===== src/rtl/memif_pkg.sv =====
// -----------------------------------------------------------------------------
// memif_pkg
// Shared definitions for the memory access stage of the multicycle core:
//   - default word / address widths
//   - FSM state encoding (IDLE, REQ, DONE)
//   - read destination encoding (DEST_IR, DEST_MDR)
// Optional feature macro used by importers: MEMIF_TIMEOUT_EN.
// -----------------------------------------------------------------------------
package memif_pkg;

    localparam int MEMIF_DATA_W = 16;
    localparam int MEMIF_ADDR_W = 12;

    // Access FSM state encoding.
    localparam logic [1:0] IDLE = 2'd0;
    localparam logic [1:0] REQ  = 2'd1;
    localparam logic [1:0] DONE = 2'd2;

    // Which register an acknowledged read lands in.
    localparam logic DEST_MDR = 1'b0;
    localparam logic DEST_IR  = 1'b1;

endpackage


===== src/rtl/memif_watchdog.sv =====
// -----------------------------------------------------------------------------
// memif_watchdog
// Counts REQ cycles that pass without an acknowledge and flags expiry on the
// cycle where the TIMEOUT_CYCLES-th unacknowledged REQ cycle is being spent.
// Only instantiated when MEMIF_TIMEOUT_EN is defined.
// Ports:
//   clk, rst  : clock, synchronous active-high reset
//   start     : entering REQ this cycle (clears the counter)
//   active    : FSM is in REQ
//   ack       : memory acknowledge
//   expire    : abort the current request at the next edge
// -----------------------------------------------------------------------------
module memif_watchdog #(
    parameter int TIMEOUT_CYCLES = 255
) (
    input  logic clk,
    input  logic rst,
    input  logic start,
    input  logic active,
    input  logic ack,
    output logic expire
);

    // At least 8 bits, wider if the limit needs it.
    localparam int CNT_W = ($clog2(TIMEOUT_CYCLES + 1) > 8) ? $clog2(TIMEOUT_CYCLES + 1) : 8;

    logic [CNT_W-1:0] cnt;

    always_ff @(posedge clk) begin
        if (rst || start) begin
            cnt <= '0;
        end else if (active && !ack) begin
            cnt <= cnt + CNT_W'(1);
        end
    end

    // cnt holds the number of REQ cycles already elapsed, so the current
    // cycle is number cnt+1.
    assign expire = active && !ack && (cnt == CNT_W'(TIMEOUT_CYCLES - 1));

endmodule


===== src/rtl/mem_access_unit.sv =====
// -----------------------------------------------------------------------------
// mem_access_unit
// Memory-side stage below the multicycle control unit. Converts the MemRead /
// MemWrite / IorD / IRWrite strobes into a req/ack transaction on a
// variable-latency memory port, captures read data into IR or MDR, and stalls
// the control unit through busy_o until the access completes.
// Optional feature: define MEMIF_TIMEOUT_EN to abort requests that are not
// acknowledged within TIMEOUT_CYCLES REQ cycles (sticky err_o).
// Ports:
//   clk, rst                   : clock, synchronous active-high reset
//   mem_read_i, mem_write_i    : access strobes (write wins if both set)
//   iord_i                     : address select, 0 = pc_i, 1 = addr_i
//   ir_write_i                 : read lands in IR instead of MDR
//   pc_i, addr_i, wdata_i      : address sources and store data
//   mem_req_o, mem_we_o,
//   mem_addr_o, mem_wdata_o    : memory request side (held until ack)
//   mem_rdata_i, mem_ack_i     : memory response side
//   ir_o, mdr_o                : instruction / memory data registers
//   busy_o                     : stall to control unit
//   err_o                      : sticky timeout flag (0 without the feature)
// -----------------------------------------------------------------------------
module mem_access_unit
    import memif_pkg::*;
#(
    parameter int DATA_W         = MEMIF_DATA_W,
    parameter int ADDR_W         = MEMIF_ADDR_W,
    parameter int TIMEOUT_CYCLES = 255
) (
    input  logic              clk,
    input  logic              rst,
    input  logic              mem_read_i,
    input  logic              mem_write_i,
    input  logic              iord_i,
    input  logic              ir_write_i,
    input  logic [ADDR_W-1:0] pc_i,
    input  logic [ADDR_W-1:0] addr_i,
    input  logic [DATA_W-1:0] wdata_i,
    output logic              mem_req_o,
    output logic              mem_we_o,
    output logic [ADDR_W-1:0] mem_addr_o,
    output logic [DATA_W-1:0] mem_wdata_o,
    input  logic [DATA_W-1:0] mem_rdata_i,
    input  logic              mem_ack_i,
    output logic [DATA_W-1:0] ir_o,
    output logic [DATA_W-1:0] mdr_o,
    output logic              busy_o,
    output logic              err_o
);

    logic [1:0] state;
    logic       dest;
    logic       cmd;
    logic       start;
    logic       timeout;

    assign cmd   = mem_read_i | mem_write_i;
    assign start = (state == IDLE) && cmd;

    // Combinational in IDLE so the control unit stalls in the very cycle it
    // issues the command; DONE releases it.
    always_comb begin
        busy_o = 1'b0;
        case (state)
            IDLE:    busy_o = cmd;
            REQ:     busy_o = 1'b1;
            default: busy_o = 1'b0;
        endcase
    end

`ifdef MEMIF_TIMEOUT_EN
    logic err_q;

    memif_watchdog #(
        .TIMEOUT_CYCLES(TIMEOUT_CYCLES)
    ) u_watchdog (
        .clk    (clk),
        .rst    (rst),
        .start  (start),
        .active (state == REQ),
        .ack    (mem_ack_i),
        .expire (timeout)
    );

    always_ff @(posedge clk) begin
        if (rst) begin
            err_q <= 1'b0;
        end else if (timeout) begin
            err_q <= 1'b1;
        end
    end

    assign err_o = err_q;
`else
    assign timeout = 1'b0;
    assign err_o   = 1'b0;
`endif

    always_ff @(posedge clk) begin
        if (rst) begin
            state       <= IDLE;
            dest        <= DEST_MDR;
            mem_req_o   <= 1'b0;
            mem_we_o    <= 1'b0;
            mem_addr_o  <= '0;
            mem_wdata_o <= '0;
            ir_o        <= '0;
            mdr_o       <= '0;
        end else begin
            case (state)
                IDLE: begin
                    if (cmd) begin
                        state       <= REQ;
                        mem_req_o   <= 1'b1;
                        mem_we_o    <= mem_write_i;
                        mem_addr_o  <= iord_i ? addr_i : pc_i;
                        mem_wdata_o <= wdata_i;
                        // A simultaneous write turns the access into a
                        // store, so IRWrite must not redirect anything.
                        dest        <= (ir_write_i && !mem_write_i) ? DEST_IR : DEST_MDR;
                    end
                end
                REQ: begin
                    if (mem_ack_i) begin
                        state     <= DONE;
                        mem_req_o <= 1'b0;
                        if (!mem_we_o) begin
                            if (dest == DEST_IR) begin
                                ir_o <= mem_rdata_i;
                            end else begin
                                mdr_o <= mem_rdata_i;
                            end
                        end
                    end else if (timeout) begin
                        state     <= DONE;
                        mem_req_o <= 1'b0;
                    end
                end
                // The control unit still shows the strobes of the state it
                // is leaving; ignore them for one cycle.
                DONE: state <= IDLE;
                default: state <= IDLE;
            endcase
        end
    end

endmodule


===== config.mk =====
export PLATFORM = sky130hd
export DESIGN_NAME = mem_access_unit
export DESIGN_NICKNAME = d
export VERILOG_FILES = /design/src/rtl/memif_pkg.sv /design/src/rtl/memif_watchdog.sv /design/src/rtl/mem_access_unit.sv
export SDC_FILE = /design/constraint.sdc
export NUM_CORES = 1
export LEC_CHECK = 0
export BUFFER_PORTS_ARGS = -buffer_cell sky130_fd_sc_hd__buf_2
export CORE_ASPECT_RATIO = 0.9
export CORE_UTILIZATION = 46
export DETAILED_ROUTE_END_ITERATION = 10
export PLACE_DENSITY = 0.87
export SETUP_SLACK_MARGIN = 0.02
export SLEW_MARGIN = 20
export SYNTH_ARGS = -nofsm -noshare
export SYNTH_HDL_FRONTEND = slang
export SYNTH_SLANG_ARGS = --single-unit

===== constraint.sdc =====
create_clock -name clk -period 1.75 [get_ports clk]
set_clock_uncertainty 0.15 [all_clocks]
set_input_delay 0.35 -clock clk [delete_from_list [all_inputs] [get_ports clk]]
set_output_delay 0.35 -clock clk [all_outputs]
set_load 0.02 [all_outputs]

* Yosys cells after proc, flatten, opt, wreduce, memory -nomap -nowiden
Cells that the tools add are included.
Operators by class: equality and inequality tests 3, muxes and demuxes 9, bitwise logic cells 3, reduce and logical (&&, ||, !) cells 9
Operators by type and width (number):
- 12-bit two-way mux | 1
- 4-bit AND reduction | 2
- 2-bit two-way mux | 2
- 2-bit != test, second input constant | 2
- 1-bit case mux with 2 select lines | 2
- 2-bit case mux with 2 select lines | 1
- 2-bit AND reduction | 2
- 1-bit two-way mux | 3
- 3-bit AND reduction | 1
- 2-bit by 1-bit equality test with 1-bit output, second input constant | 1
- 2-bit zero test | 1
- 1-bit inverter | 2
- 2-bit nonzero test | 1
- 1-bit logical AND | 1
- 1-bit zero test | 1
- 1-bit OR | 1
Word-level totals: bits in registers 65, input bits 63, output and inout bits 64, logic and storage cells 32

* Depth between registers and ports, before layout
Gate-level depths: netlist of run 1.
word-level depth 3, mapped depth 5, gate-level depth less buffers 3

* Least setup slack after synthesis of run 1
No wires, ideal clock.
path kind in2out, start in mem_write_i, end out busy_o, arrival 1.062 ns, data required time 1.250 ns, setup slack 0.188 ns, stages 4, buffers on the path 1, cells stage by stage or2_2 clkbuf_1 nor2_1 nor2_1
On the way: cells in the longest elaborated chain, start to end 2
Ends and longest elaborated chain:
- start, declared | line mem_access_unit.sv:32 | input logic mem_write_i,
- 1-bit OR | line mem_access_unit.sv:56 | assign cmd = mem_read_i | mem_write_i;
- 1-bit case mux with 2 select lines | line mem_access_unit.sv:63 | case (state)
- end, declared | line mem_access_unit.sv:46 | output logic busy_o,
No other way between the ends.

* Worst setup path in the final report of run 1
start reg state[0], end out busy_o
On the way: cells in the longest elaborated chain, start to end 2, elaborated cells between the ends (all ways) 3, those cells by class 1 x eq/ne; 1 x mux; 1 x reduce/logical
Ends and longest elaborated chain:
- start, declared | line mem_access_unit.sv:50 | logic [1:0] state;
- start signal, assigned | line mem_access_unit.sv:100 | state <= IDLE;
- start signal, assigned | line mem_access_unit.sv:112 | state <= REQ;
- start signal, assigned | line mem_access_unit.sv:124 | state <= DONE;
- 2-bit by 1-bit equality test with 1-bit output / 2-bit zero test (equally long branches) | line mem_access_unit.sv:63
- 1-bit case mux with 2 select lines * | line mem_access_unit.sv:63
Every way passes the cells marked *; elsewhere a longest branch is shown, timed or not.

==> results.md, run 1 <==
- Counting every instance in the synthesized netlist gives 278.
- For this configuration, the core starts out at a cell density of approximately 47%.
- about 130 I/O pins were placed.
- The final number of max-transition violations is 0.
- The part of the power in registers is 45.3%.
- The number of nets handed over by synthesis was between 300 and 400.
- The source of the critical timing path is state[0].
- The share of Yosys cell area claimed by the top area cell type is 48.4%.
- In the synthesized netlist, the cells that appear most often are sky130_fd_sc_hd__dfxtp_1 (65), sky130_fd_sc_hd__nand2b_1 (48), sky130_fd_sc_hd__mux2i_1 (44).
- The ratio of total power to cell area is 988 nW/µm².
- For the worst setup path, the data arrival time is 1.11 ns.
- The detailed-routing iteration count for the pre-antenna-repair pass is 5.
- The internal power is between 2000 and 3000 µW.
- After Yosys synthesis, and, or, nand and nor cells account for ~18% of the synthesized area.
- During placement, the flow inserted port buffers numbering ~130.
- Across the whole layout, storage elements account for 1300 µm².
- The switching power of the nets is roughly 940 µW.
- Clock tree synthesis found a total of 65 sinks.
- The run finished with clean final reports.
- By area the synthesized netlist is led by sky130_fd_sc_hd__dfxtp_1 (48%), sky130_fd_sc_hd__mux2i_1 (16%), sky130_fd_sc_hd__nand2b_1 (11%).
- The hold-critical path endpoint is mem_wdata_o[6].
- The number of buffers inserted during clock tree synthesis is 9.
- The startpoint of the worst-slack reg-to-reg timing path is state[0].
- The endpoint identified for the worst register-to-register timing path is mdr_o[5].
- TritonCTS built the clock tree.
- The signal on the critical path passes through nor2_1 -> nor2_1 -> buf_2.
- The detailed placer's ending HPWL is 4370 µm.
- Dividing the final minimum period by the clock period gives slightly above 90%.
- The cell area that synthesis handed to floorplanning was between 2000 and 3000 µm².
- The number of buffers on the longest clock path is 2.
- The total DRC errors in the routed layout is 0.
- The via count of the first global-routing pass came to 2179.
- The final number of setup-violating endpoints is 0.
- The startpoint identified for the worst hold timing path is wdata_i[6].
- The layout filler cell count is between 400 and 500.
- The routed design has approximately 6200 µm of wire.
- Once layout is complete, the utilization of the core stands at about 64%.
- The H-tree was split into 3 levels.
- Along the worst path, the maximum fanout reaches 6.
- STA classifies the critical path endpoint as a primary output.
- Row generation in the floorplan step produced 26 rows.
- Per report_power, the clock group accounts for between 30% and 40% of the total.
- The summed area of non-filler cells in the final layout is between 3000 and 4000 µm².
- VDD sags by at most about 0.56 mV.
- Summing the areas of all compound-gate instances in the mapped netlist gives about an eighth of the synthesized area.
- The net switching share of the total power is about a quarter.
- The setup slack of the critical path after layout is roughly 0.14 ns.
- The required time of the worst setup path is 1.25 ns.
- The placed instances occupy a cell area of 3380 µm².
- The area added between synthesis and finish is 34.4%.
- After global routing the overflow that remains totals 0.
- The final-stage net count is roughly 460.
- After synthesis, the share of cell area in mux cells is between 10% and 20%.
- Entering global routing, the biggest net connects just over 80 pins.
- The detail route stage leaves a number of antenna-violating nets equal to 0.
- The cell type with the largest total area after synthesis is sky130_fd_sc_hd__dfxtp_1.
- The fraction of final layout cells sized beyond drive strength 1 is between 30 and 40%.
- The number of antenna repair diodes is 0.
- The initial antenna violation count came to 0.
- Yosys instantiated no cell more often than sky130_fd_sc_hd__dfxtp_1.
- The most numerous cell type found on the critical path is sky130_fd_sc_hd__nor2_1.
- The slowest stage of the critical path is the sky130_fd_sc_hd__dfxtp_1 cell.
- The class of the worst hold path is primary input to flop.
- Across the run, the number of max-cap violations was 0.
- Setup slack on the worst reg-to-reg path comes out at approximately 0.18 ns.
- The xor and xnor fraction of the mapped netlist area is 0%.
- Setup repair after global routing left no endpoint under its margin.
- The synthesized design contains 0 enable-type register cells.
- The wire length of the first global-routing pass is a little under 10000 µm.
- The clock latency of the later-clocked register in the worst-skew pair is between 0.3 and 0.4 ns.
- The global routing usage summed across all routing layers is about a fifth.
- The area enclosed by the die boundary is just over 6000 µm².
- The total vias in the final route is ~2.4k.
- Yosys mapped the design onto 21 distinct sky130hd cell types.
- The pre-CTS setup slack is -0.0154 ns.
- The synthesized-area fraction occupied by adder cells is 0%.
- The floorplan step set the die height to 74.5 µm.
- In the final routed layout, each cell accounts on average for roughly 13 µm.
- The via density per instance is 5.11.
- The cell depth of the worst hold path is 3.
- The final critical-path required period is approximately 1.6 ns.
- The maximum achievable frequency is 0.619 GHz.
- Clock-pin slew was measured on the worst setup and hold paths at ~0.070 ns.
- The weighted congestion reported at the end of routability-driven placement is 0.741.
- The largest single stage delay on the critical path is ~0.42 ns.
- The worst pin sits at a relative slew slack of 66.5%.
- For this run, asynchronously set or reset flops after synthesis account for 0%.
- The sequential share of the synthesized area is about 48%.
- The type of the worst setup path is flop to primary output.
- After synthesis, the largest family of logic cells by area is simple AND/OR/NAND/NOR gates.
- The area occupied by multi-input gates is 1270 µm².
- For the pin with the worst max-slew slack, the measured transition is between 0.5 and 0.6 ns.
- The die outline width is between 80 and 90 µm.
- The synthesized flop and latch total is 65.
- In this run, the number of DRC markers left after iteration 0 of detailed routing was 112.
- The final-layout setup total negative slack is 0 ns.
- The clock root buffer is sky130_fd_sc_hd__clkbuf_8.
- The mean area per synthesized cell is about 9.7 µm².
- The leakage power is 0.00174 µW.
- The final hold violation count is 0.
- For the worst flop-to-flop path, the logic depth is 4.
- The standard cell core area is 5660 µm².
- For this run, the number of Yosys warnings is 0.
- The most used flip-flop cell after synthesis is sky130_fd_sc_hd__dfxtp_1.
- The type of element launching the critical path is a flop.
- The combinational fraction of design power is between 10% and 20%.
[layout make-up]
| cell class | count | area share, % |
|---|---|---|
| clock buffer | 13 | 4.96 |
| clock inverter | 3 | 1.28 |
| multi-input combinational | 188 | 35.1 |
| sequential | 65 | 36.0 |
| tap | 70 | 2.43 |
| timing repair buffer | 132 | 20.2 |
[through the flow]
| stage | cells | power [µW] | hold WS, ns |
|---|---|---|---|
| finish | 471 | 3570 | 0.121 |
| global route | 471 | 3730 | 0.102 |
| CTS | 471 | 3610 | 0.103 |
| detailed placement | 455 | 2240 | 0.311 |
| global placement | 455 | 2220 | 0.306 |
| floorplan | 278 | 2010 | 0.303 |
[worst max path at each step]
stage	to	slack, ns
after floorplan	busy_o	0.19
after global placement	mem_addr_o[4]	0.03
after detailed placement	mem_addr_o[8]	-0.02
after CTS	busy_o	0.11
after global routing	busy_o	0.04
final	busy_o	0.14
[logic make-up (layout without fill, tap and decap cells)]
group | Yosys count | count (layout)
mux | 44 | 44
simple gates | 81 | 81
compound gates | 62 | 62
other cells | 1 | 1
flops | 65 | 65
buf+inv | 25 | 148
[power groups by stage]
stage | clock, µW | sequential [µW] | combinational (µW)
floorplan | 0 | 1750 | 265
global placement | 0 | 1640 | 577
detailed placement | 0 | 1650 | 591
CTS | 1400 | 1610 | 593
global route | 1460 | 1630 | 642
finish | 1360 | 1620 | 588
[sequential cells by signal, summed over array words and instances, names as in the netlist]
register     cells
ir_o            16
mdr_o           16
mem_wdata_o     16
mem_addr_o      12
state            2
dest             1
mem_req_o        1
mem_we_o         1
[what timing repair did]
item                                    CTS  global route
hold endpoints to repair                  0             0
setup buffers                             0             0
hold buffers                              0             0
endpoints found under the setup margin   12             0
resized for setup                         1             0
[placed cells by master, fill, tap and decap left out, types with 2 or more instances in the layout]
cell type,count
sky130_fd_sc_hd__buf_2,125
sky130_fd_sc_hd__dfxtp_1,65
sky130_fd_sc_hd__nand2b_1,48
sky130_fd_sc_hd__mux2i_1,44
sky130_fd_sc_hd__a21oi_1,32
sky130_fd_sc_hd__o21ai_0,18
sky130_fd_sc_hd__nand3_1,16
sky130_fd_sc_hd__clkbuf_8,13
sky130_fd_sc_hd__a211oi_1,12
sky130_fd_sc_hd__nor2_1,4
sky130_fd_sc_hd__nand2_1,4
sky130_fd_sc_hd__buf_12,4
sky130_fd_sc_hd__buf_4,3
sky130_fd_sc_hd__or2_2,2
sky130_fd_sc_hd__nor2_2,2
[metal layers]
layer | track usage (%) | routed length, µm | up-vias
met3 | 4.54 | 351 | 6
met5 | 0 | 0 | -
met2 | 35.2 | 3100 | 93
li1 | - | - | 1200
met1 | 26.2 | 2710 | 1110
met4 | 8.05 | 72 | 0
[worst max-delay path, delay by kind of cell, from the launching register on]
kind / cells / cell delay (ns)
and+or+nand+nor: 2 / 0.19
buffers and inverters: 1 / 0.19
DFF: 1 / 0.42
(Power assumes the default switching activity.)
==> run 2, diff against run 1 <==
--- a/config.mk
+++ b/config.mk
@@ -7,9 +7,10 @@
 export LEC_CHECK = 0
 export BUFFER_PORTS_ARGS = -buffer_cell sky130_fd_sc_hd__buf_2
 export CORE_ASPECT_RATIO = 0.9
-export CORE_UTILIZATION = 46
+export CORE_UTILIZATION = 48
+export CTS_BUF_LIST = sky130_fd_sc_hd__clkbuf_4
 export DETAILED_ROUTE_END_ITERATION = 10
-export PLACE_DENSITY = 0.87
+export PLACE_DENSITY = 0.9
 export SETUP_SLACK_MARGIN = 0.02
 export SLEW_MARGIN = 20
 export SYNTH_ARGS = -nofsm -noshare
==> results.md, run 2 (synthesis gave the netlist of run 1 again) <==
- The standard cell core area came to 5320 µm² (-6.1%).
- The leakage power is 0.00175 µW (+0.37%).
- The final hold violation count is 0 (unchanged).
- The part of the power in registers is 50.1% (+4.8 points).
- The arrival time reported for the critical path endpoint is 1.77 ns (+0.66 ns).
- The detailed-routing iteration count for the pre-antenna-repair pass is 5 (unchanged).
- The H-tree depth reported by CTS is 3 (unchanged).
- The fraction of final layout cells sized beyond drive strength 1 was 39.7% (+1.3 points).
- The highest ir drop seen on vdd came to 0.680 mV (+22%).
- The final critical-path required period came to 1.64 ns (+0.0259 ns).
- Walking the worst path, the cells encountered are buf_4 -> or2_2 -> nor2_2 -> a211oi_1.
- The area enclosed by the die boundary is 5900 µm² (-4.1%).
- The sum of overflow across all layers after global routing is 0 (unchanged).
- The layout filler cell count came to 442 (-7.7%).
- The number of routed nets with antenna violations came to 0 (unchanged).
- The number of buffers on the longest clock path is 2 (unchanged).
- The type of element launching the critical path is a flop.
- The number of port buffers is 125 (unchanged).
- The number of antenna repair diodes is 0 (unchanged).
- The total cell area at the placement stage is 3400 µm² (+0.55%).
- The internal power is 2260 µW (-14%).
- The total DRC errors in the routed layout is 0 (unchanged).
- In the final layout, the registers with the most flip-flops are ir_o: 16 flops, mdr_o: 16 flops, mem_wdata_o: 16 flops.
- For this design, the slowest cell found on the critical path is sky130_fd_sc_hd__nor2_2.
- The final number of max-transition violations is 0 (unchanged).
- The detailed placer's ending HPWL was 4480 µm (+2.3%).
- The summed area of non-filler cells in the final layout is 3620 µm² (+0.42%).
- The ratio of total power to cell area came to 888 nW/µm² (-10%).
- The worst setup path is captured at a flop.
- From synthesis to final layout, the design area changed by 34.9%.
- The actual slew at the worst max-slew pin was 0.511 ns (+0.00820 ns).
- The commonest non-fill, non-tap cell in the layout is sky130_fd_sc_hd__buf_2.
- The storage element area is 1310 µm² (+0.38%).
- The switching power of the nets is 957 µW (+2.1%).
- The floorplan row count came to 25 (-3.8%).
- The number of buffers inserted during clock tree synthesis is 9 (unchanged).
- The clock latency of the later-clocked register in the worst-skew pair was 0.41 ns (+0.09 ns).
- The worst setup path is of the flop to flop kind.
- The pin count of the biggest net entering global routing came to 82 (unchanged).
- The global routing usage summed across all routing layers is 22.3% (+1.4 points).
- The family with the most delay on the worst path is simple AND/OR/NAND/NOR gates.
- The post-detailed-route wirelength per cell came to 13.7 µm (+3.5%).
- The register clock-pin slew on the reported worst setup and hold paths is 0.11 ns (+0.04 ns).
- In this run the clock root is driven by a sky130_fd_sc_hd__clkbuf_4.
- The initial antenna violation count came to 0 (unchanged).
- The combinational fraction of design power came to 19.1% (+2.6 points).
- The area occupied by multi-input gates came to 1280 µm² (+0.79%).
- The via density per instance was 5.15 (+0.74%).
- The class of the worst hold path is primary input to flop.
- The critical path buffer and inverter count came to 1 (unchanged).
- The number of maximum-capacitance violations was 0 (unchanged).
- The final-stage net count came to 469 (+2.2%).
- The number of top-level pins was 127 (unchanged).
- The maximum fanout along the worst path is 12 (+6).
- The weighted congestion reported at the end of routability-driven placement is 0.722 (-2.6%).
- The starting utilization of the core area is 50.5% (+3.1 points).
- The wire length of the first global-routing pass came to 9850 µm (+1.5%).
- The total vias in the final route is 2463 (+2.2%).
- The net switching share of the total power was 29.7% (+3.4 points).
- The via count of the first global-routing pass came to 2200 (+0.96%).
- The final-layout setup total negative slack is 0 ns (unchanged).
- The number of sinks on the clock net is 65 (unchanged).
- The die outline width is 80.9 µm (-2.1%).
- The required time of the worst setup path was 1.88 ns (+0.63 ns).
- Setup repair after global routing left no endpoint under its margin.
- The relative max-transition margin was 65.9% (-0.55 points).
- The biggest cell delay along the critical path is 0.41 ns (about the same).
- The part of the power in the clock network was 30.8% (-7.4 points).
- TritonCTS built the clock tree.
- The detailed-route wire length is 6550 µm (+5.1%).
- The final number of setup-violating endpoints is 0 (unchanged).
- The number of design-rule violations left by the first detailed-router iteration is 77 (-31%).
- The final worst-path cycle share was 93.7% (+1.5 points).
- The maximum achievable frequency is 0.610 GHz (-1.6%).
- The vertical die dimension came to 73.0 µm (-2.0%).
- In the layout the commonest cells are sky130_fd_sc_hd__buf_2 (124), sky130_fd_sc_hd__dfxtp_1 (63), sky130_fd_sc_hd__nand2b_1 (48), sky130_fd_sc_hd__mux2i_1 (44), sky130_fd_sc_hd__a21oi_1 (32).
- The flow ran to the end, and the final reports show no timing, DRC or antenna violations.
run 2: cell types whose count changed in the layout (fill, tap and decap cells not counted), sizes merged:
| cell | before | now |
|---|---|---|
| buf | 132 | 137 |
| dlygate4sd3 | 0 | 5 |
| clkbuf | 13 | 9 |
| clkinv | 1 | 3 |
| clkinvlp | 1 | 3 |
run 2: layer usage:
| metal | track usage (%) | share of wire [%] | vias up |
|---|---|---|---|
| met4 | 7.14 | 1.3 | 0 |
| met1 | 24.2 | 41 | 1143 |
| met3 | 9.25 | 5.9 | 8 |
| li1 | - | - | 1218 |
| met5 | 0 | 0 | - |
| met2 | 39.1 | 52 | 94 |
run 2: path summary, 6_finish.rpt:
check	start	endpoint	slack, ns	depth (start not counted)
hold / removal	wdata_i[3]	mem_wdata_o[3]	0.03	3
setup / recovery	state[0]	mem_addr_o[2]	0.11	4
setup reg to reg	state[0]	mem_addr_o[2]	0.11	4
hold reg to reg	mem_req_o	mem_req_o	0.31	2
run 2: through the flow:
stage	util [%]	power (µW)	hold slack [ns]	cells	setup WS, ns
2_1_floorplan	-	2010	0.303	278	0.188
3_3_place_gp	64.0	2220	0.295	455	0.0252
3_5_place_dp	64.0	2240	0.296	455	-0.0407
4_1_cts	66.8	3240	0.00182	472	0.00394
5_1_grt	68.2	3380	0.000346	478	0.0307
6_report	68.2	3220	0.0276	478	0.110
run 2: worst reg2reg max path, stage by stage (launching register included):
cell                       delay [ns]
sky130_fd_sc_hd__dfxtp_4         0.38
sky130_fd_sc_hd__buf_4           0.14
sky130_fd_sc_hd__or2_2           0.30
sky130_fd_sc_hd__nor2_2          0.41
sky130_fd_sc_hd__a211oi_1        0.14
run 2: timing repair:
item                                    4_1_cts  5_1_grt
hold buffers                                  0        5
endpoints found under the setup margin        1       13
gates resized for setup                       3        6
pin swaps                                     2        2
setup buffers                                 1        2
endpoints found under the hold margin         0        5
run 2: power by group through the flow:
| stage | clock network [µW] | logic, µW | registers (µW) |
|---|---|---|---|
| after global placement | 0 | 580 | 1640 |
| after global routing | 1090 | 664 | 1630 |
| after CTS | 1020 | 604 | 1610 |
| final | 992 | 614 | 1610 |
| after floorplan | 0 | 265 | 1750 |
| after detailed placement | 0 | 598 | 1650 |
run 2: layout make-up:
type / instances / share of cell area [%]
clock buffers: 9 / 1.86
well taps: 67 / 2.31
repair buffers: 142 / 22.6
clock inverters: 7 / 1.97
multi-input cells: 188 / 35.2
flip-flops and latches: 65 / 36.0
==> run 3, diff against run 2 <==
--- a/config.mk
+++ b/config.mk
@@ -5,12 +5,12 @@
 export SDC_FILE = /design/constraint.sdc
 export NUM_CORES = 1
 export LEC_CHECK = 0
-export BUFFER_PORTS_ARGS = -buffer_cell sky130_fd_sc_hd__buf_2
 export CORE_ASPECT_RATIO = 0.9
-export CORE_UTILIZATION = 48
+export CORE_UTILIZATION = 52
 export CTS_BUF_LIST = sky130_fd_sc_hd__clkbuf_4
 export DETAILED_ROUTE_END_ITERATION = 10
-export PLACE_DENSITY = 0.9
+export DONT_BUFFER_PORTS = 1
+export PLACE_DENSITY = 0.75
 export SETUP_SLACK_MARGIN = 0.02
 export SLEW_MARGIN = 20
 export SYNTH_ARGS = -nofsm -noshare
==> results.md, run 3 (synthesis gave the netlist of run 1 again) <==
- The clock latency of the later-clocked register in the worst-skew pair is 0.38 ns (-0.03 ns).
- The root buffer cell chosen for the clock tree is sky130_fd_sc_hd__clkbuf_4.
- The wire length of the first global-routing pass is 9730 µm (-1.3%).
- Setup repair after global routing left no endpoint under its margin.
- The total vias in the final route is 2135 (-13%).
- The global routing usage summed across all routing layers came to 23.2% (+0.87 points).
- The detailed-route wire length is 6150 µm (-6.1%).
- The number of antenna repair diodes came to 0 (unchanged).
- The highest ir drop seen on vdd is 0.678 mV (-0.15%).
- The part of the power in the clock network is 27.7% (-3.1 points).
- The die outline width came to 77.8 µm (-3.8%).
- The final-stage net count was 375 (-20%).
- The reg-to-reg setup timing slack came to 0.17 ns (+0.06 ns).
- The area enclosed by the die boundary came to 5460 µm² (-7.5%).
- The number of sinks on the clock net is 65 (unchanged).
- The final hold violation count is 0 (unchanged).
- From synthesis to final layout, the design area changed by 20.8%.
- The H-tree depth reported by CTS was 3 (unchanged).
- The top cell types in the final layout, fill and taps aside, are sky130_fd_sc_hd__dfxtp_1 (64), sky130_fd_sc_hd__nand2b_1 (48), sky130_fd_sc_hd__mux2i_1 (44), sky130_fd_sc_hd__dlygate4sd3_1 (37), sky130_fd_sc_hd__a21oi_1 (32).
- The worst hold path belongs to the class primary input to flop.
- The storage element area came to 1300 µm² (-0.29%).
- The number of cells on the worst reg-to-reg path came to 3 (-1).
- The starting utilization of the core area is 54.9% (+4.4 points).
- The total power draw is 2950 µW (-8.5%).
- The leakage power is 0.00129 µW (-26%).
- The utilization after layout is 66.3% (-1.9 points).
- The register clock-pin slew on the reported worst setup and hold paths is 0.09 ns (-0.02 ns).
- The final critical-path required period is 1.58 ns (-0.0626 ns).
- The summed area of non-filler cells in the final layout came to 3240 µm² (-10%).
- The start point of the worst hold path is rst.
- The number of design-rule violations left by the first detailed-router iteration is 132 (+71%).
- The arrival time reported for the critical path endpoint is 1.73 ns (-0.04 ns).
- The via density per instance is 5.59 (+8.5%).
- The number of port buffers is 0 (-100%).
- The total cell area at the placement stage is 2740 µm² (-20%).
- The via count of the first global-routing pass came to 1976 (-10%).
- The detailed placer's ending HPWL came to 3670 µm (-18%).
- The final number of setup-violating endpoints came to 0 (unchanged).
- The maximum fanout along the worst path was 16 (+4).
- The maximum achievable frequency was 0.634 GHz (+4.0%).
- The required time of the worst setup path is 1.90 ns (+0.02 ns).
- The vertical die dimension came to 70.2 µm (-3.8%).
- In the final layout, the registers with the most flip-flops are ir_o: 16 flops, mdr_o: 16 flops, mem_wdata_o: 16 flops.
- The number of routed nets with antenna violations is 0 (unchanged).
- The net switching share of the total power is 28.7% (-1.0 points).
- The floorplan row count is 24 (-4.0%).
- The layout filler cell count is 389 (-12%).
- The detailed-routing iteration count for the pre-antenna-repair pass came to 6 (+1).
- The number of top-level pins is 127 (unchanged).
- The type of the worst setup path is flop to flop.
- Leaving out fill and tap cells, the most frequent cell in the layout is sky130_fd_sc_hd__dfxtp_1.
- The fraction of final layout cells sized beyond drive strength 1 is 10.4% (-29 points).
- In this run the critical register-to-register path is captured at mdr_o[5].
- The final worst-path cycle share came to 90.2% (-3.6 points).
- The number of maximum-capacitance violations is 0 (unchanged).
- The number of post-CTS setup repair buffers came to 0 (-1).
- The sum of overflow across all layers after global routing is 0 (unchanged).
- The post-detailed-route wirelength per cell is 16.1 µm (+17%).
- The initial antenna violation count was 0 (unchanged).
- The cell depth of the worst hold path is 2 (-1).
- STA classifies the critical path endpoint as a flop.
- The startpoint of the worst-slack reg-to-reg timing path is state[1].
- The tightest hold margin is 0.0405 ns (+0.0129 ns).
- The clock tree from TritonCTS is yes.
- The internal power is 2100 µW (-7.2%).
- The run finished with clean final reports.
- The type of element launching the critical path is a flop.
- The area occupied by multi-input gates is 1260 µm² (-0.98%).
- The hold-critical path endpoint is ir_o[7].
- The weighted congestion reported at the end of routability-driven placement is 0.741 (+2.6%).
- The standard cell core area is 4890 µm² (-8.0%).
- The part of the power in registers is 58.8% (+8.7 points).
- The final number of max-transition violations came to 0 (unchanged).
- The combinational fraction of design power is 13.5% (-5.6 points).
- The ratio of total power to cell area is 908 nW/µm² (+2.2%).
- The pin count of the biggest net entering global routing is 76 (-7.3%).
- The switching power of the nets came to 846 µW (-12%).
- The number of buffers on the longest clock path was 2 (unchanged).
- The total DRC errors in the routed layout is 0 (unchanged).
- The number of buffers inserted during clock tree synthesis is 9 (unchanged).
- The final-layout setup total negative slack is 0 ns (unchanged).
## run 3: critical path: stages, from the launching register on
cell and delay [ns]:
sky130_fd_sc_hd__dfxtp_1 0.37, sky130_fd_sc_hd__or4_1 0.51, sky130_fd_sc_hd__buf_4 0.24, sky130_fd_sc_hd__mux2i_1 0.22
## run 3: worst max path at each step
stage | from | to | slack (ns) | cells past startpoint
final | state[1] | mdr_o[5] | 0.17 | 3
after global routing | state[1] | busy_o | 0.07 | 2
after CTS | state[0] | busy_o | 0.08 | 3
after detailed placement | state[0] | mdr_o[7] | 0.17 | 4
after global placement | state[0] | mdr_o[12] | 0.21 | 4
after floorplan | mem_write_i | busy_o | 0.19 | 4
## run 3: repair_timing
action / in CTS / in global routing
resized for setup: 0 / 1
setup endpoints to repair: 0 / 1
hold buffers: 38 / 0
hold endpoints to repair: 65 / 0
## run 3: layer usage
| layer | track usage [%] | up-vias | wire, µm |
|---|---|---|---|
| met5 | 0 | - | 0 |
| met4 | 7.76 | 0 | 77 |
| met3 | 9.80 | 7 | 485 |
| met2 | 38.0 | 99 | 3040 |
| met1 | 27.2 | 995 | 2540 |
| li1 | - | 1034 | - |
## run 3: cell type report
type	count	share of cell area, %
clock inverters	4	0.617
repair buffers	48	15.0
flip-flops and latches	65	40.1
clock buffers	12	2.78
multi-input cells	188	39.0
well taps	65	2.51
## run 3: metrics by stage
| step | cells | worst slack, ns |
|---|---|---|
| 6_report | 382 | 0.172 |
| 4_1_cts | 382 | 0.0845 |
| 3_5_place_dp | 328 | 0.167 |
| 2_1_floorplan | 278 | 0.188 |
| 3_3_place_gp | 328 | 0.212 |
| 5_1_grt | 382 | 0.0740 |
## run 3: power by group through the flow
stage	clock network, µW	logic [µW]	registers [µW]
3_5_place_dp	0	299	1760
2_1_floorplan	0	265	1750
5_1_grt	915	439	1740
3_3_place_gp	0	288	1760
4_1_cts	863	394	1730
6_report	816	398	1730
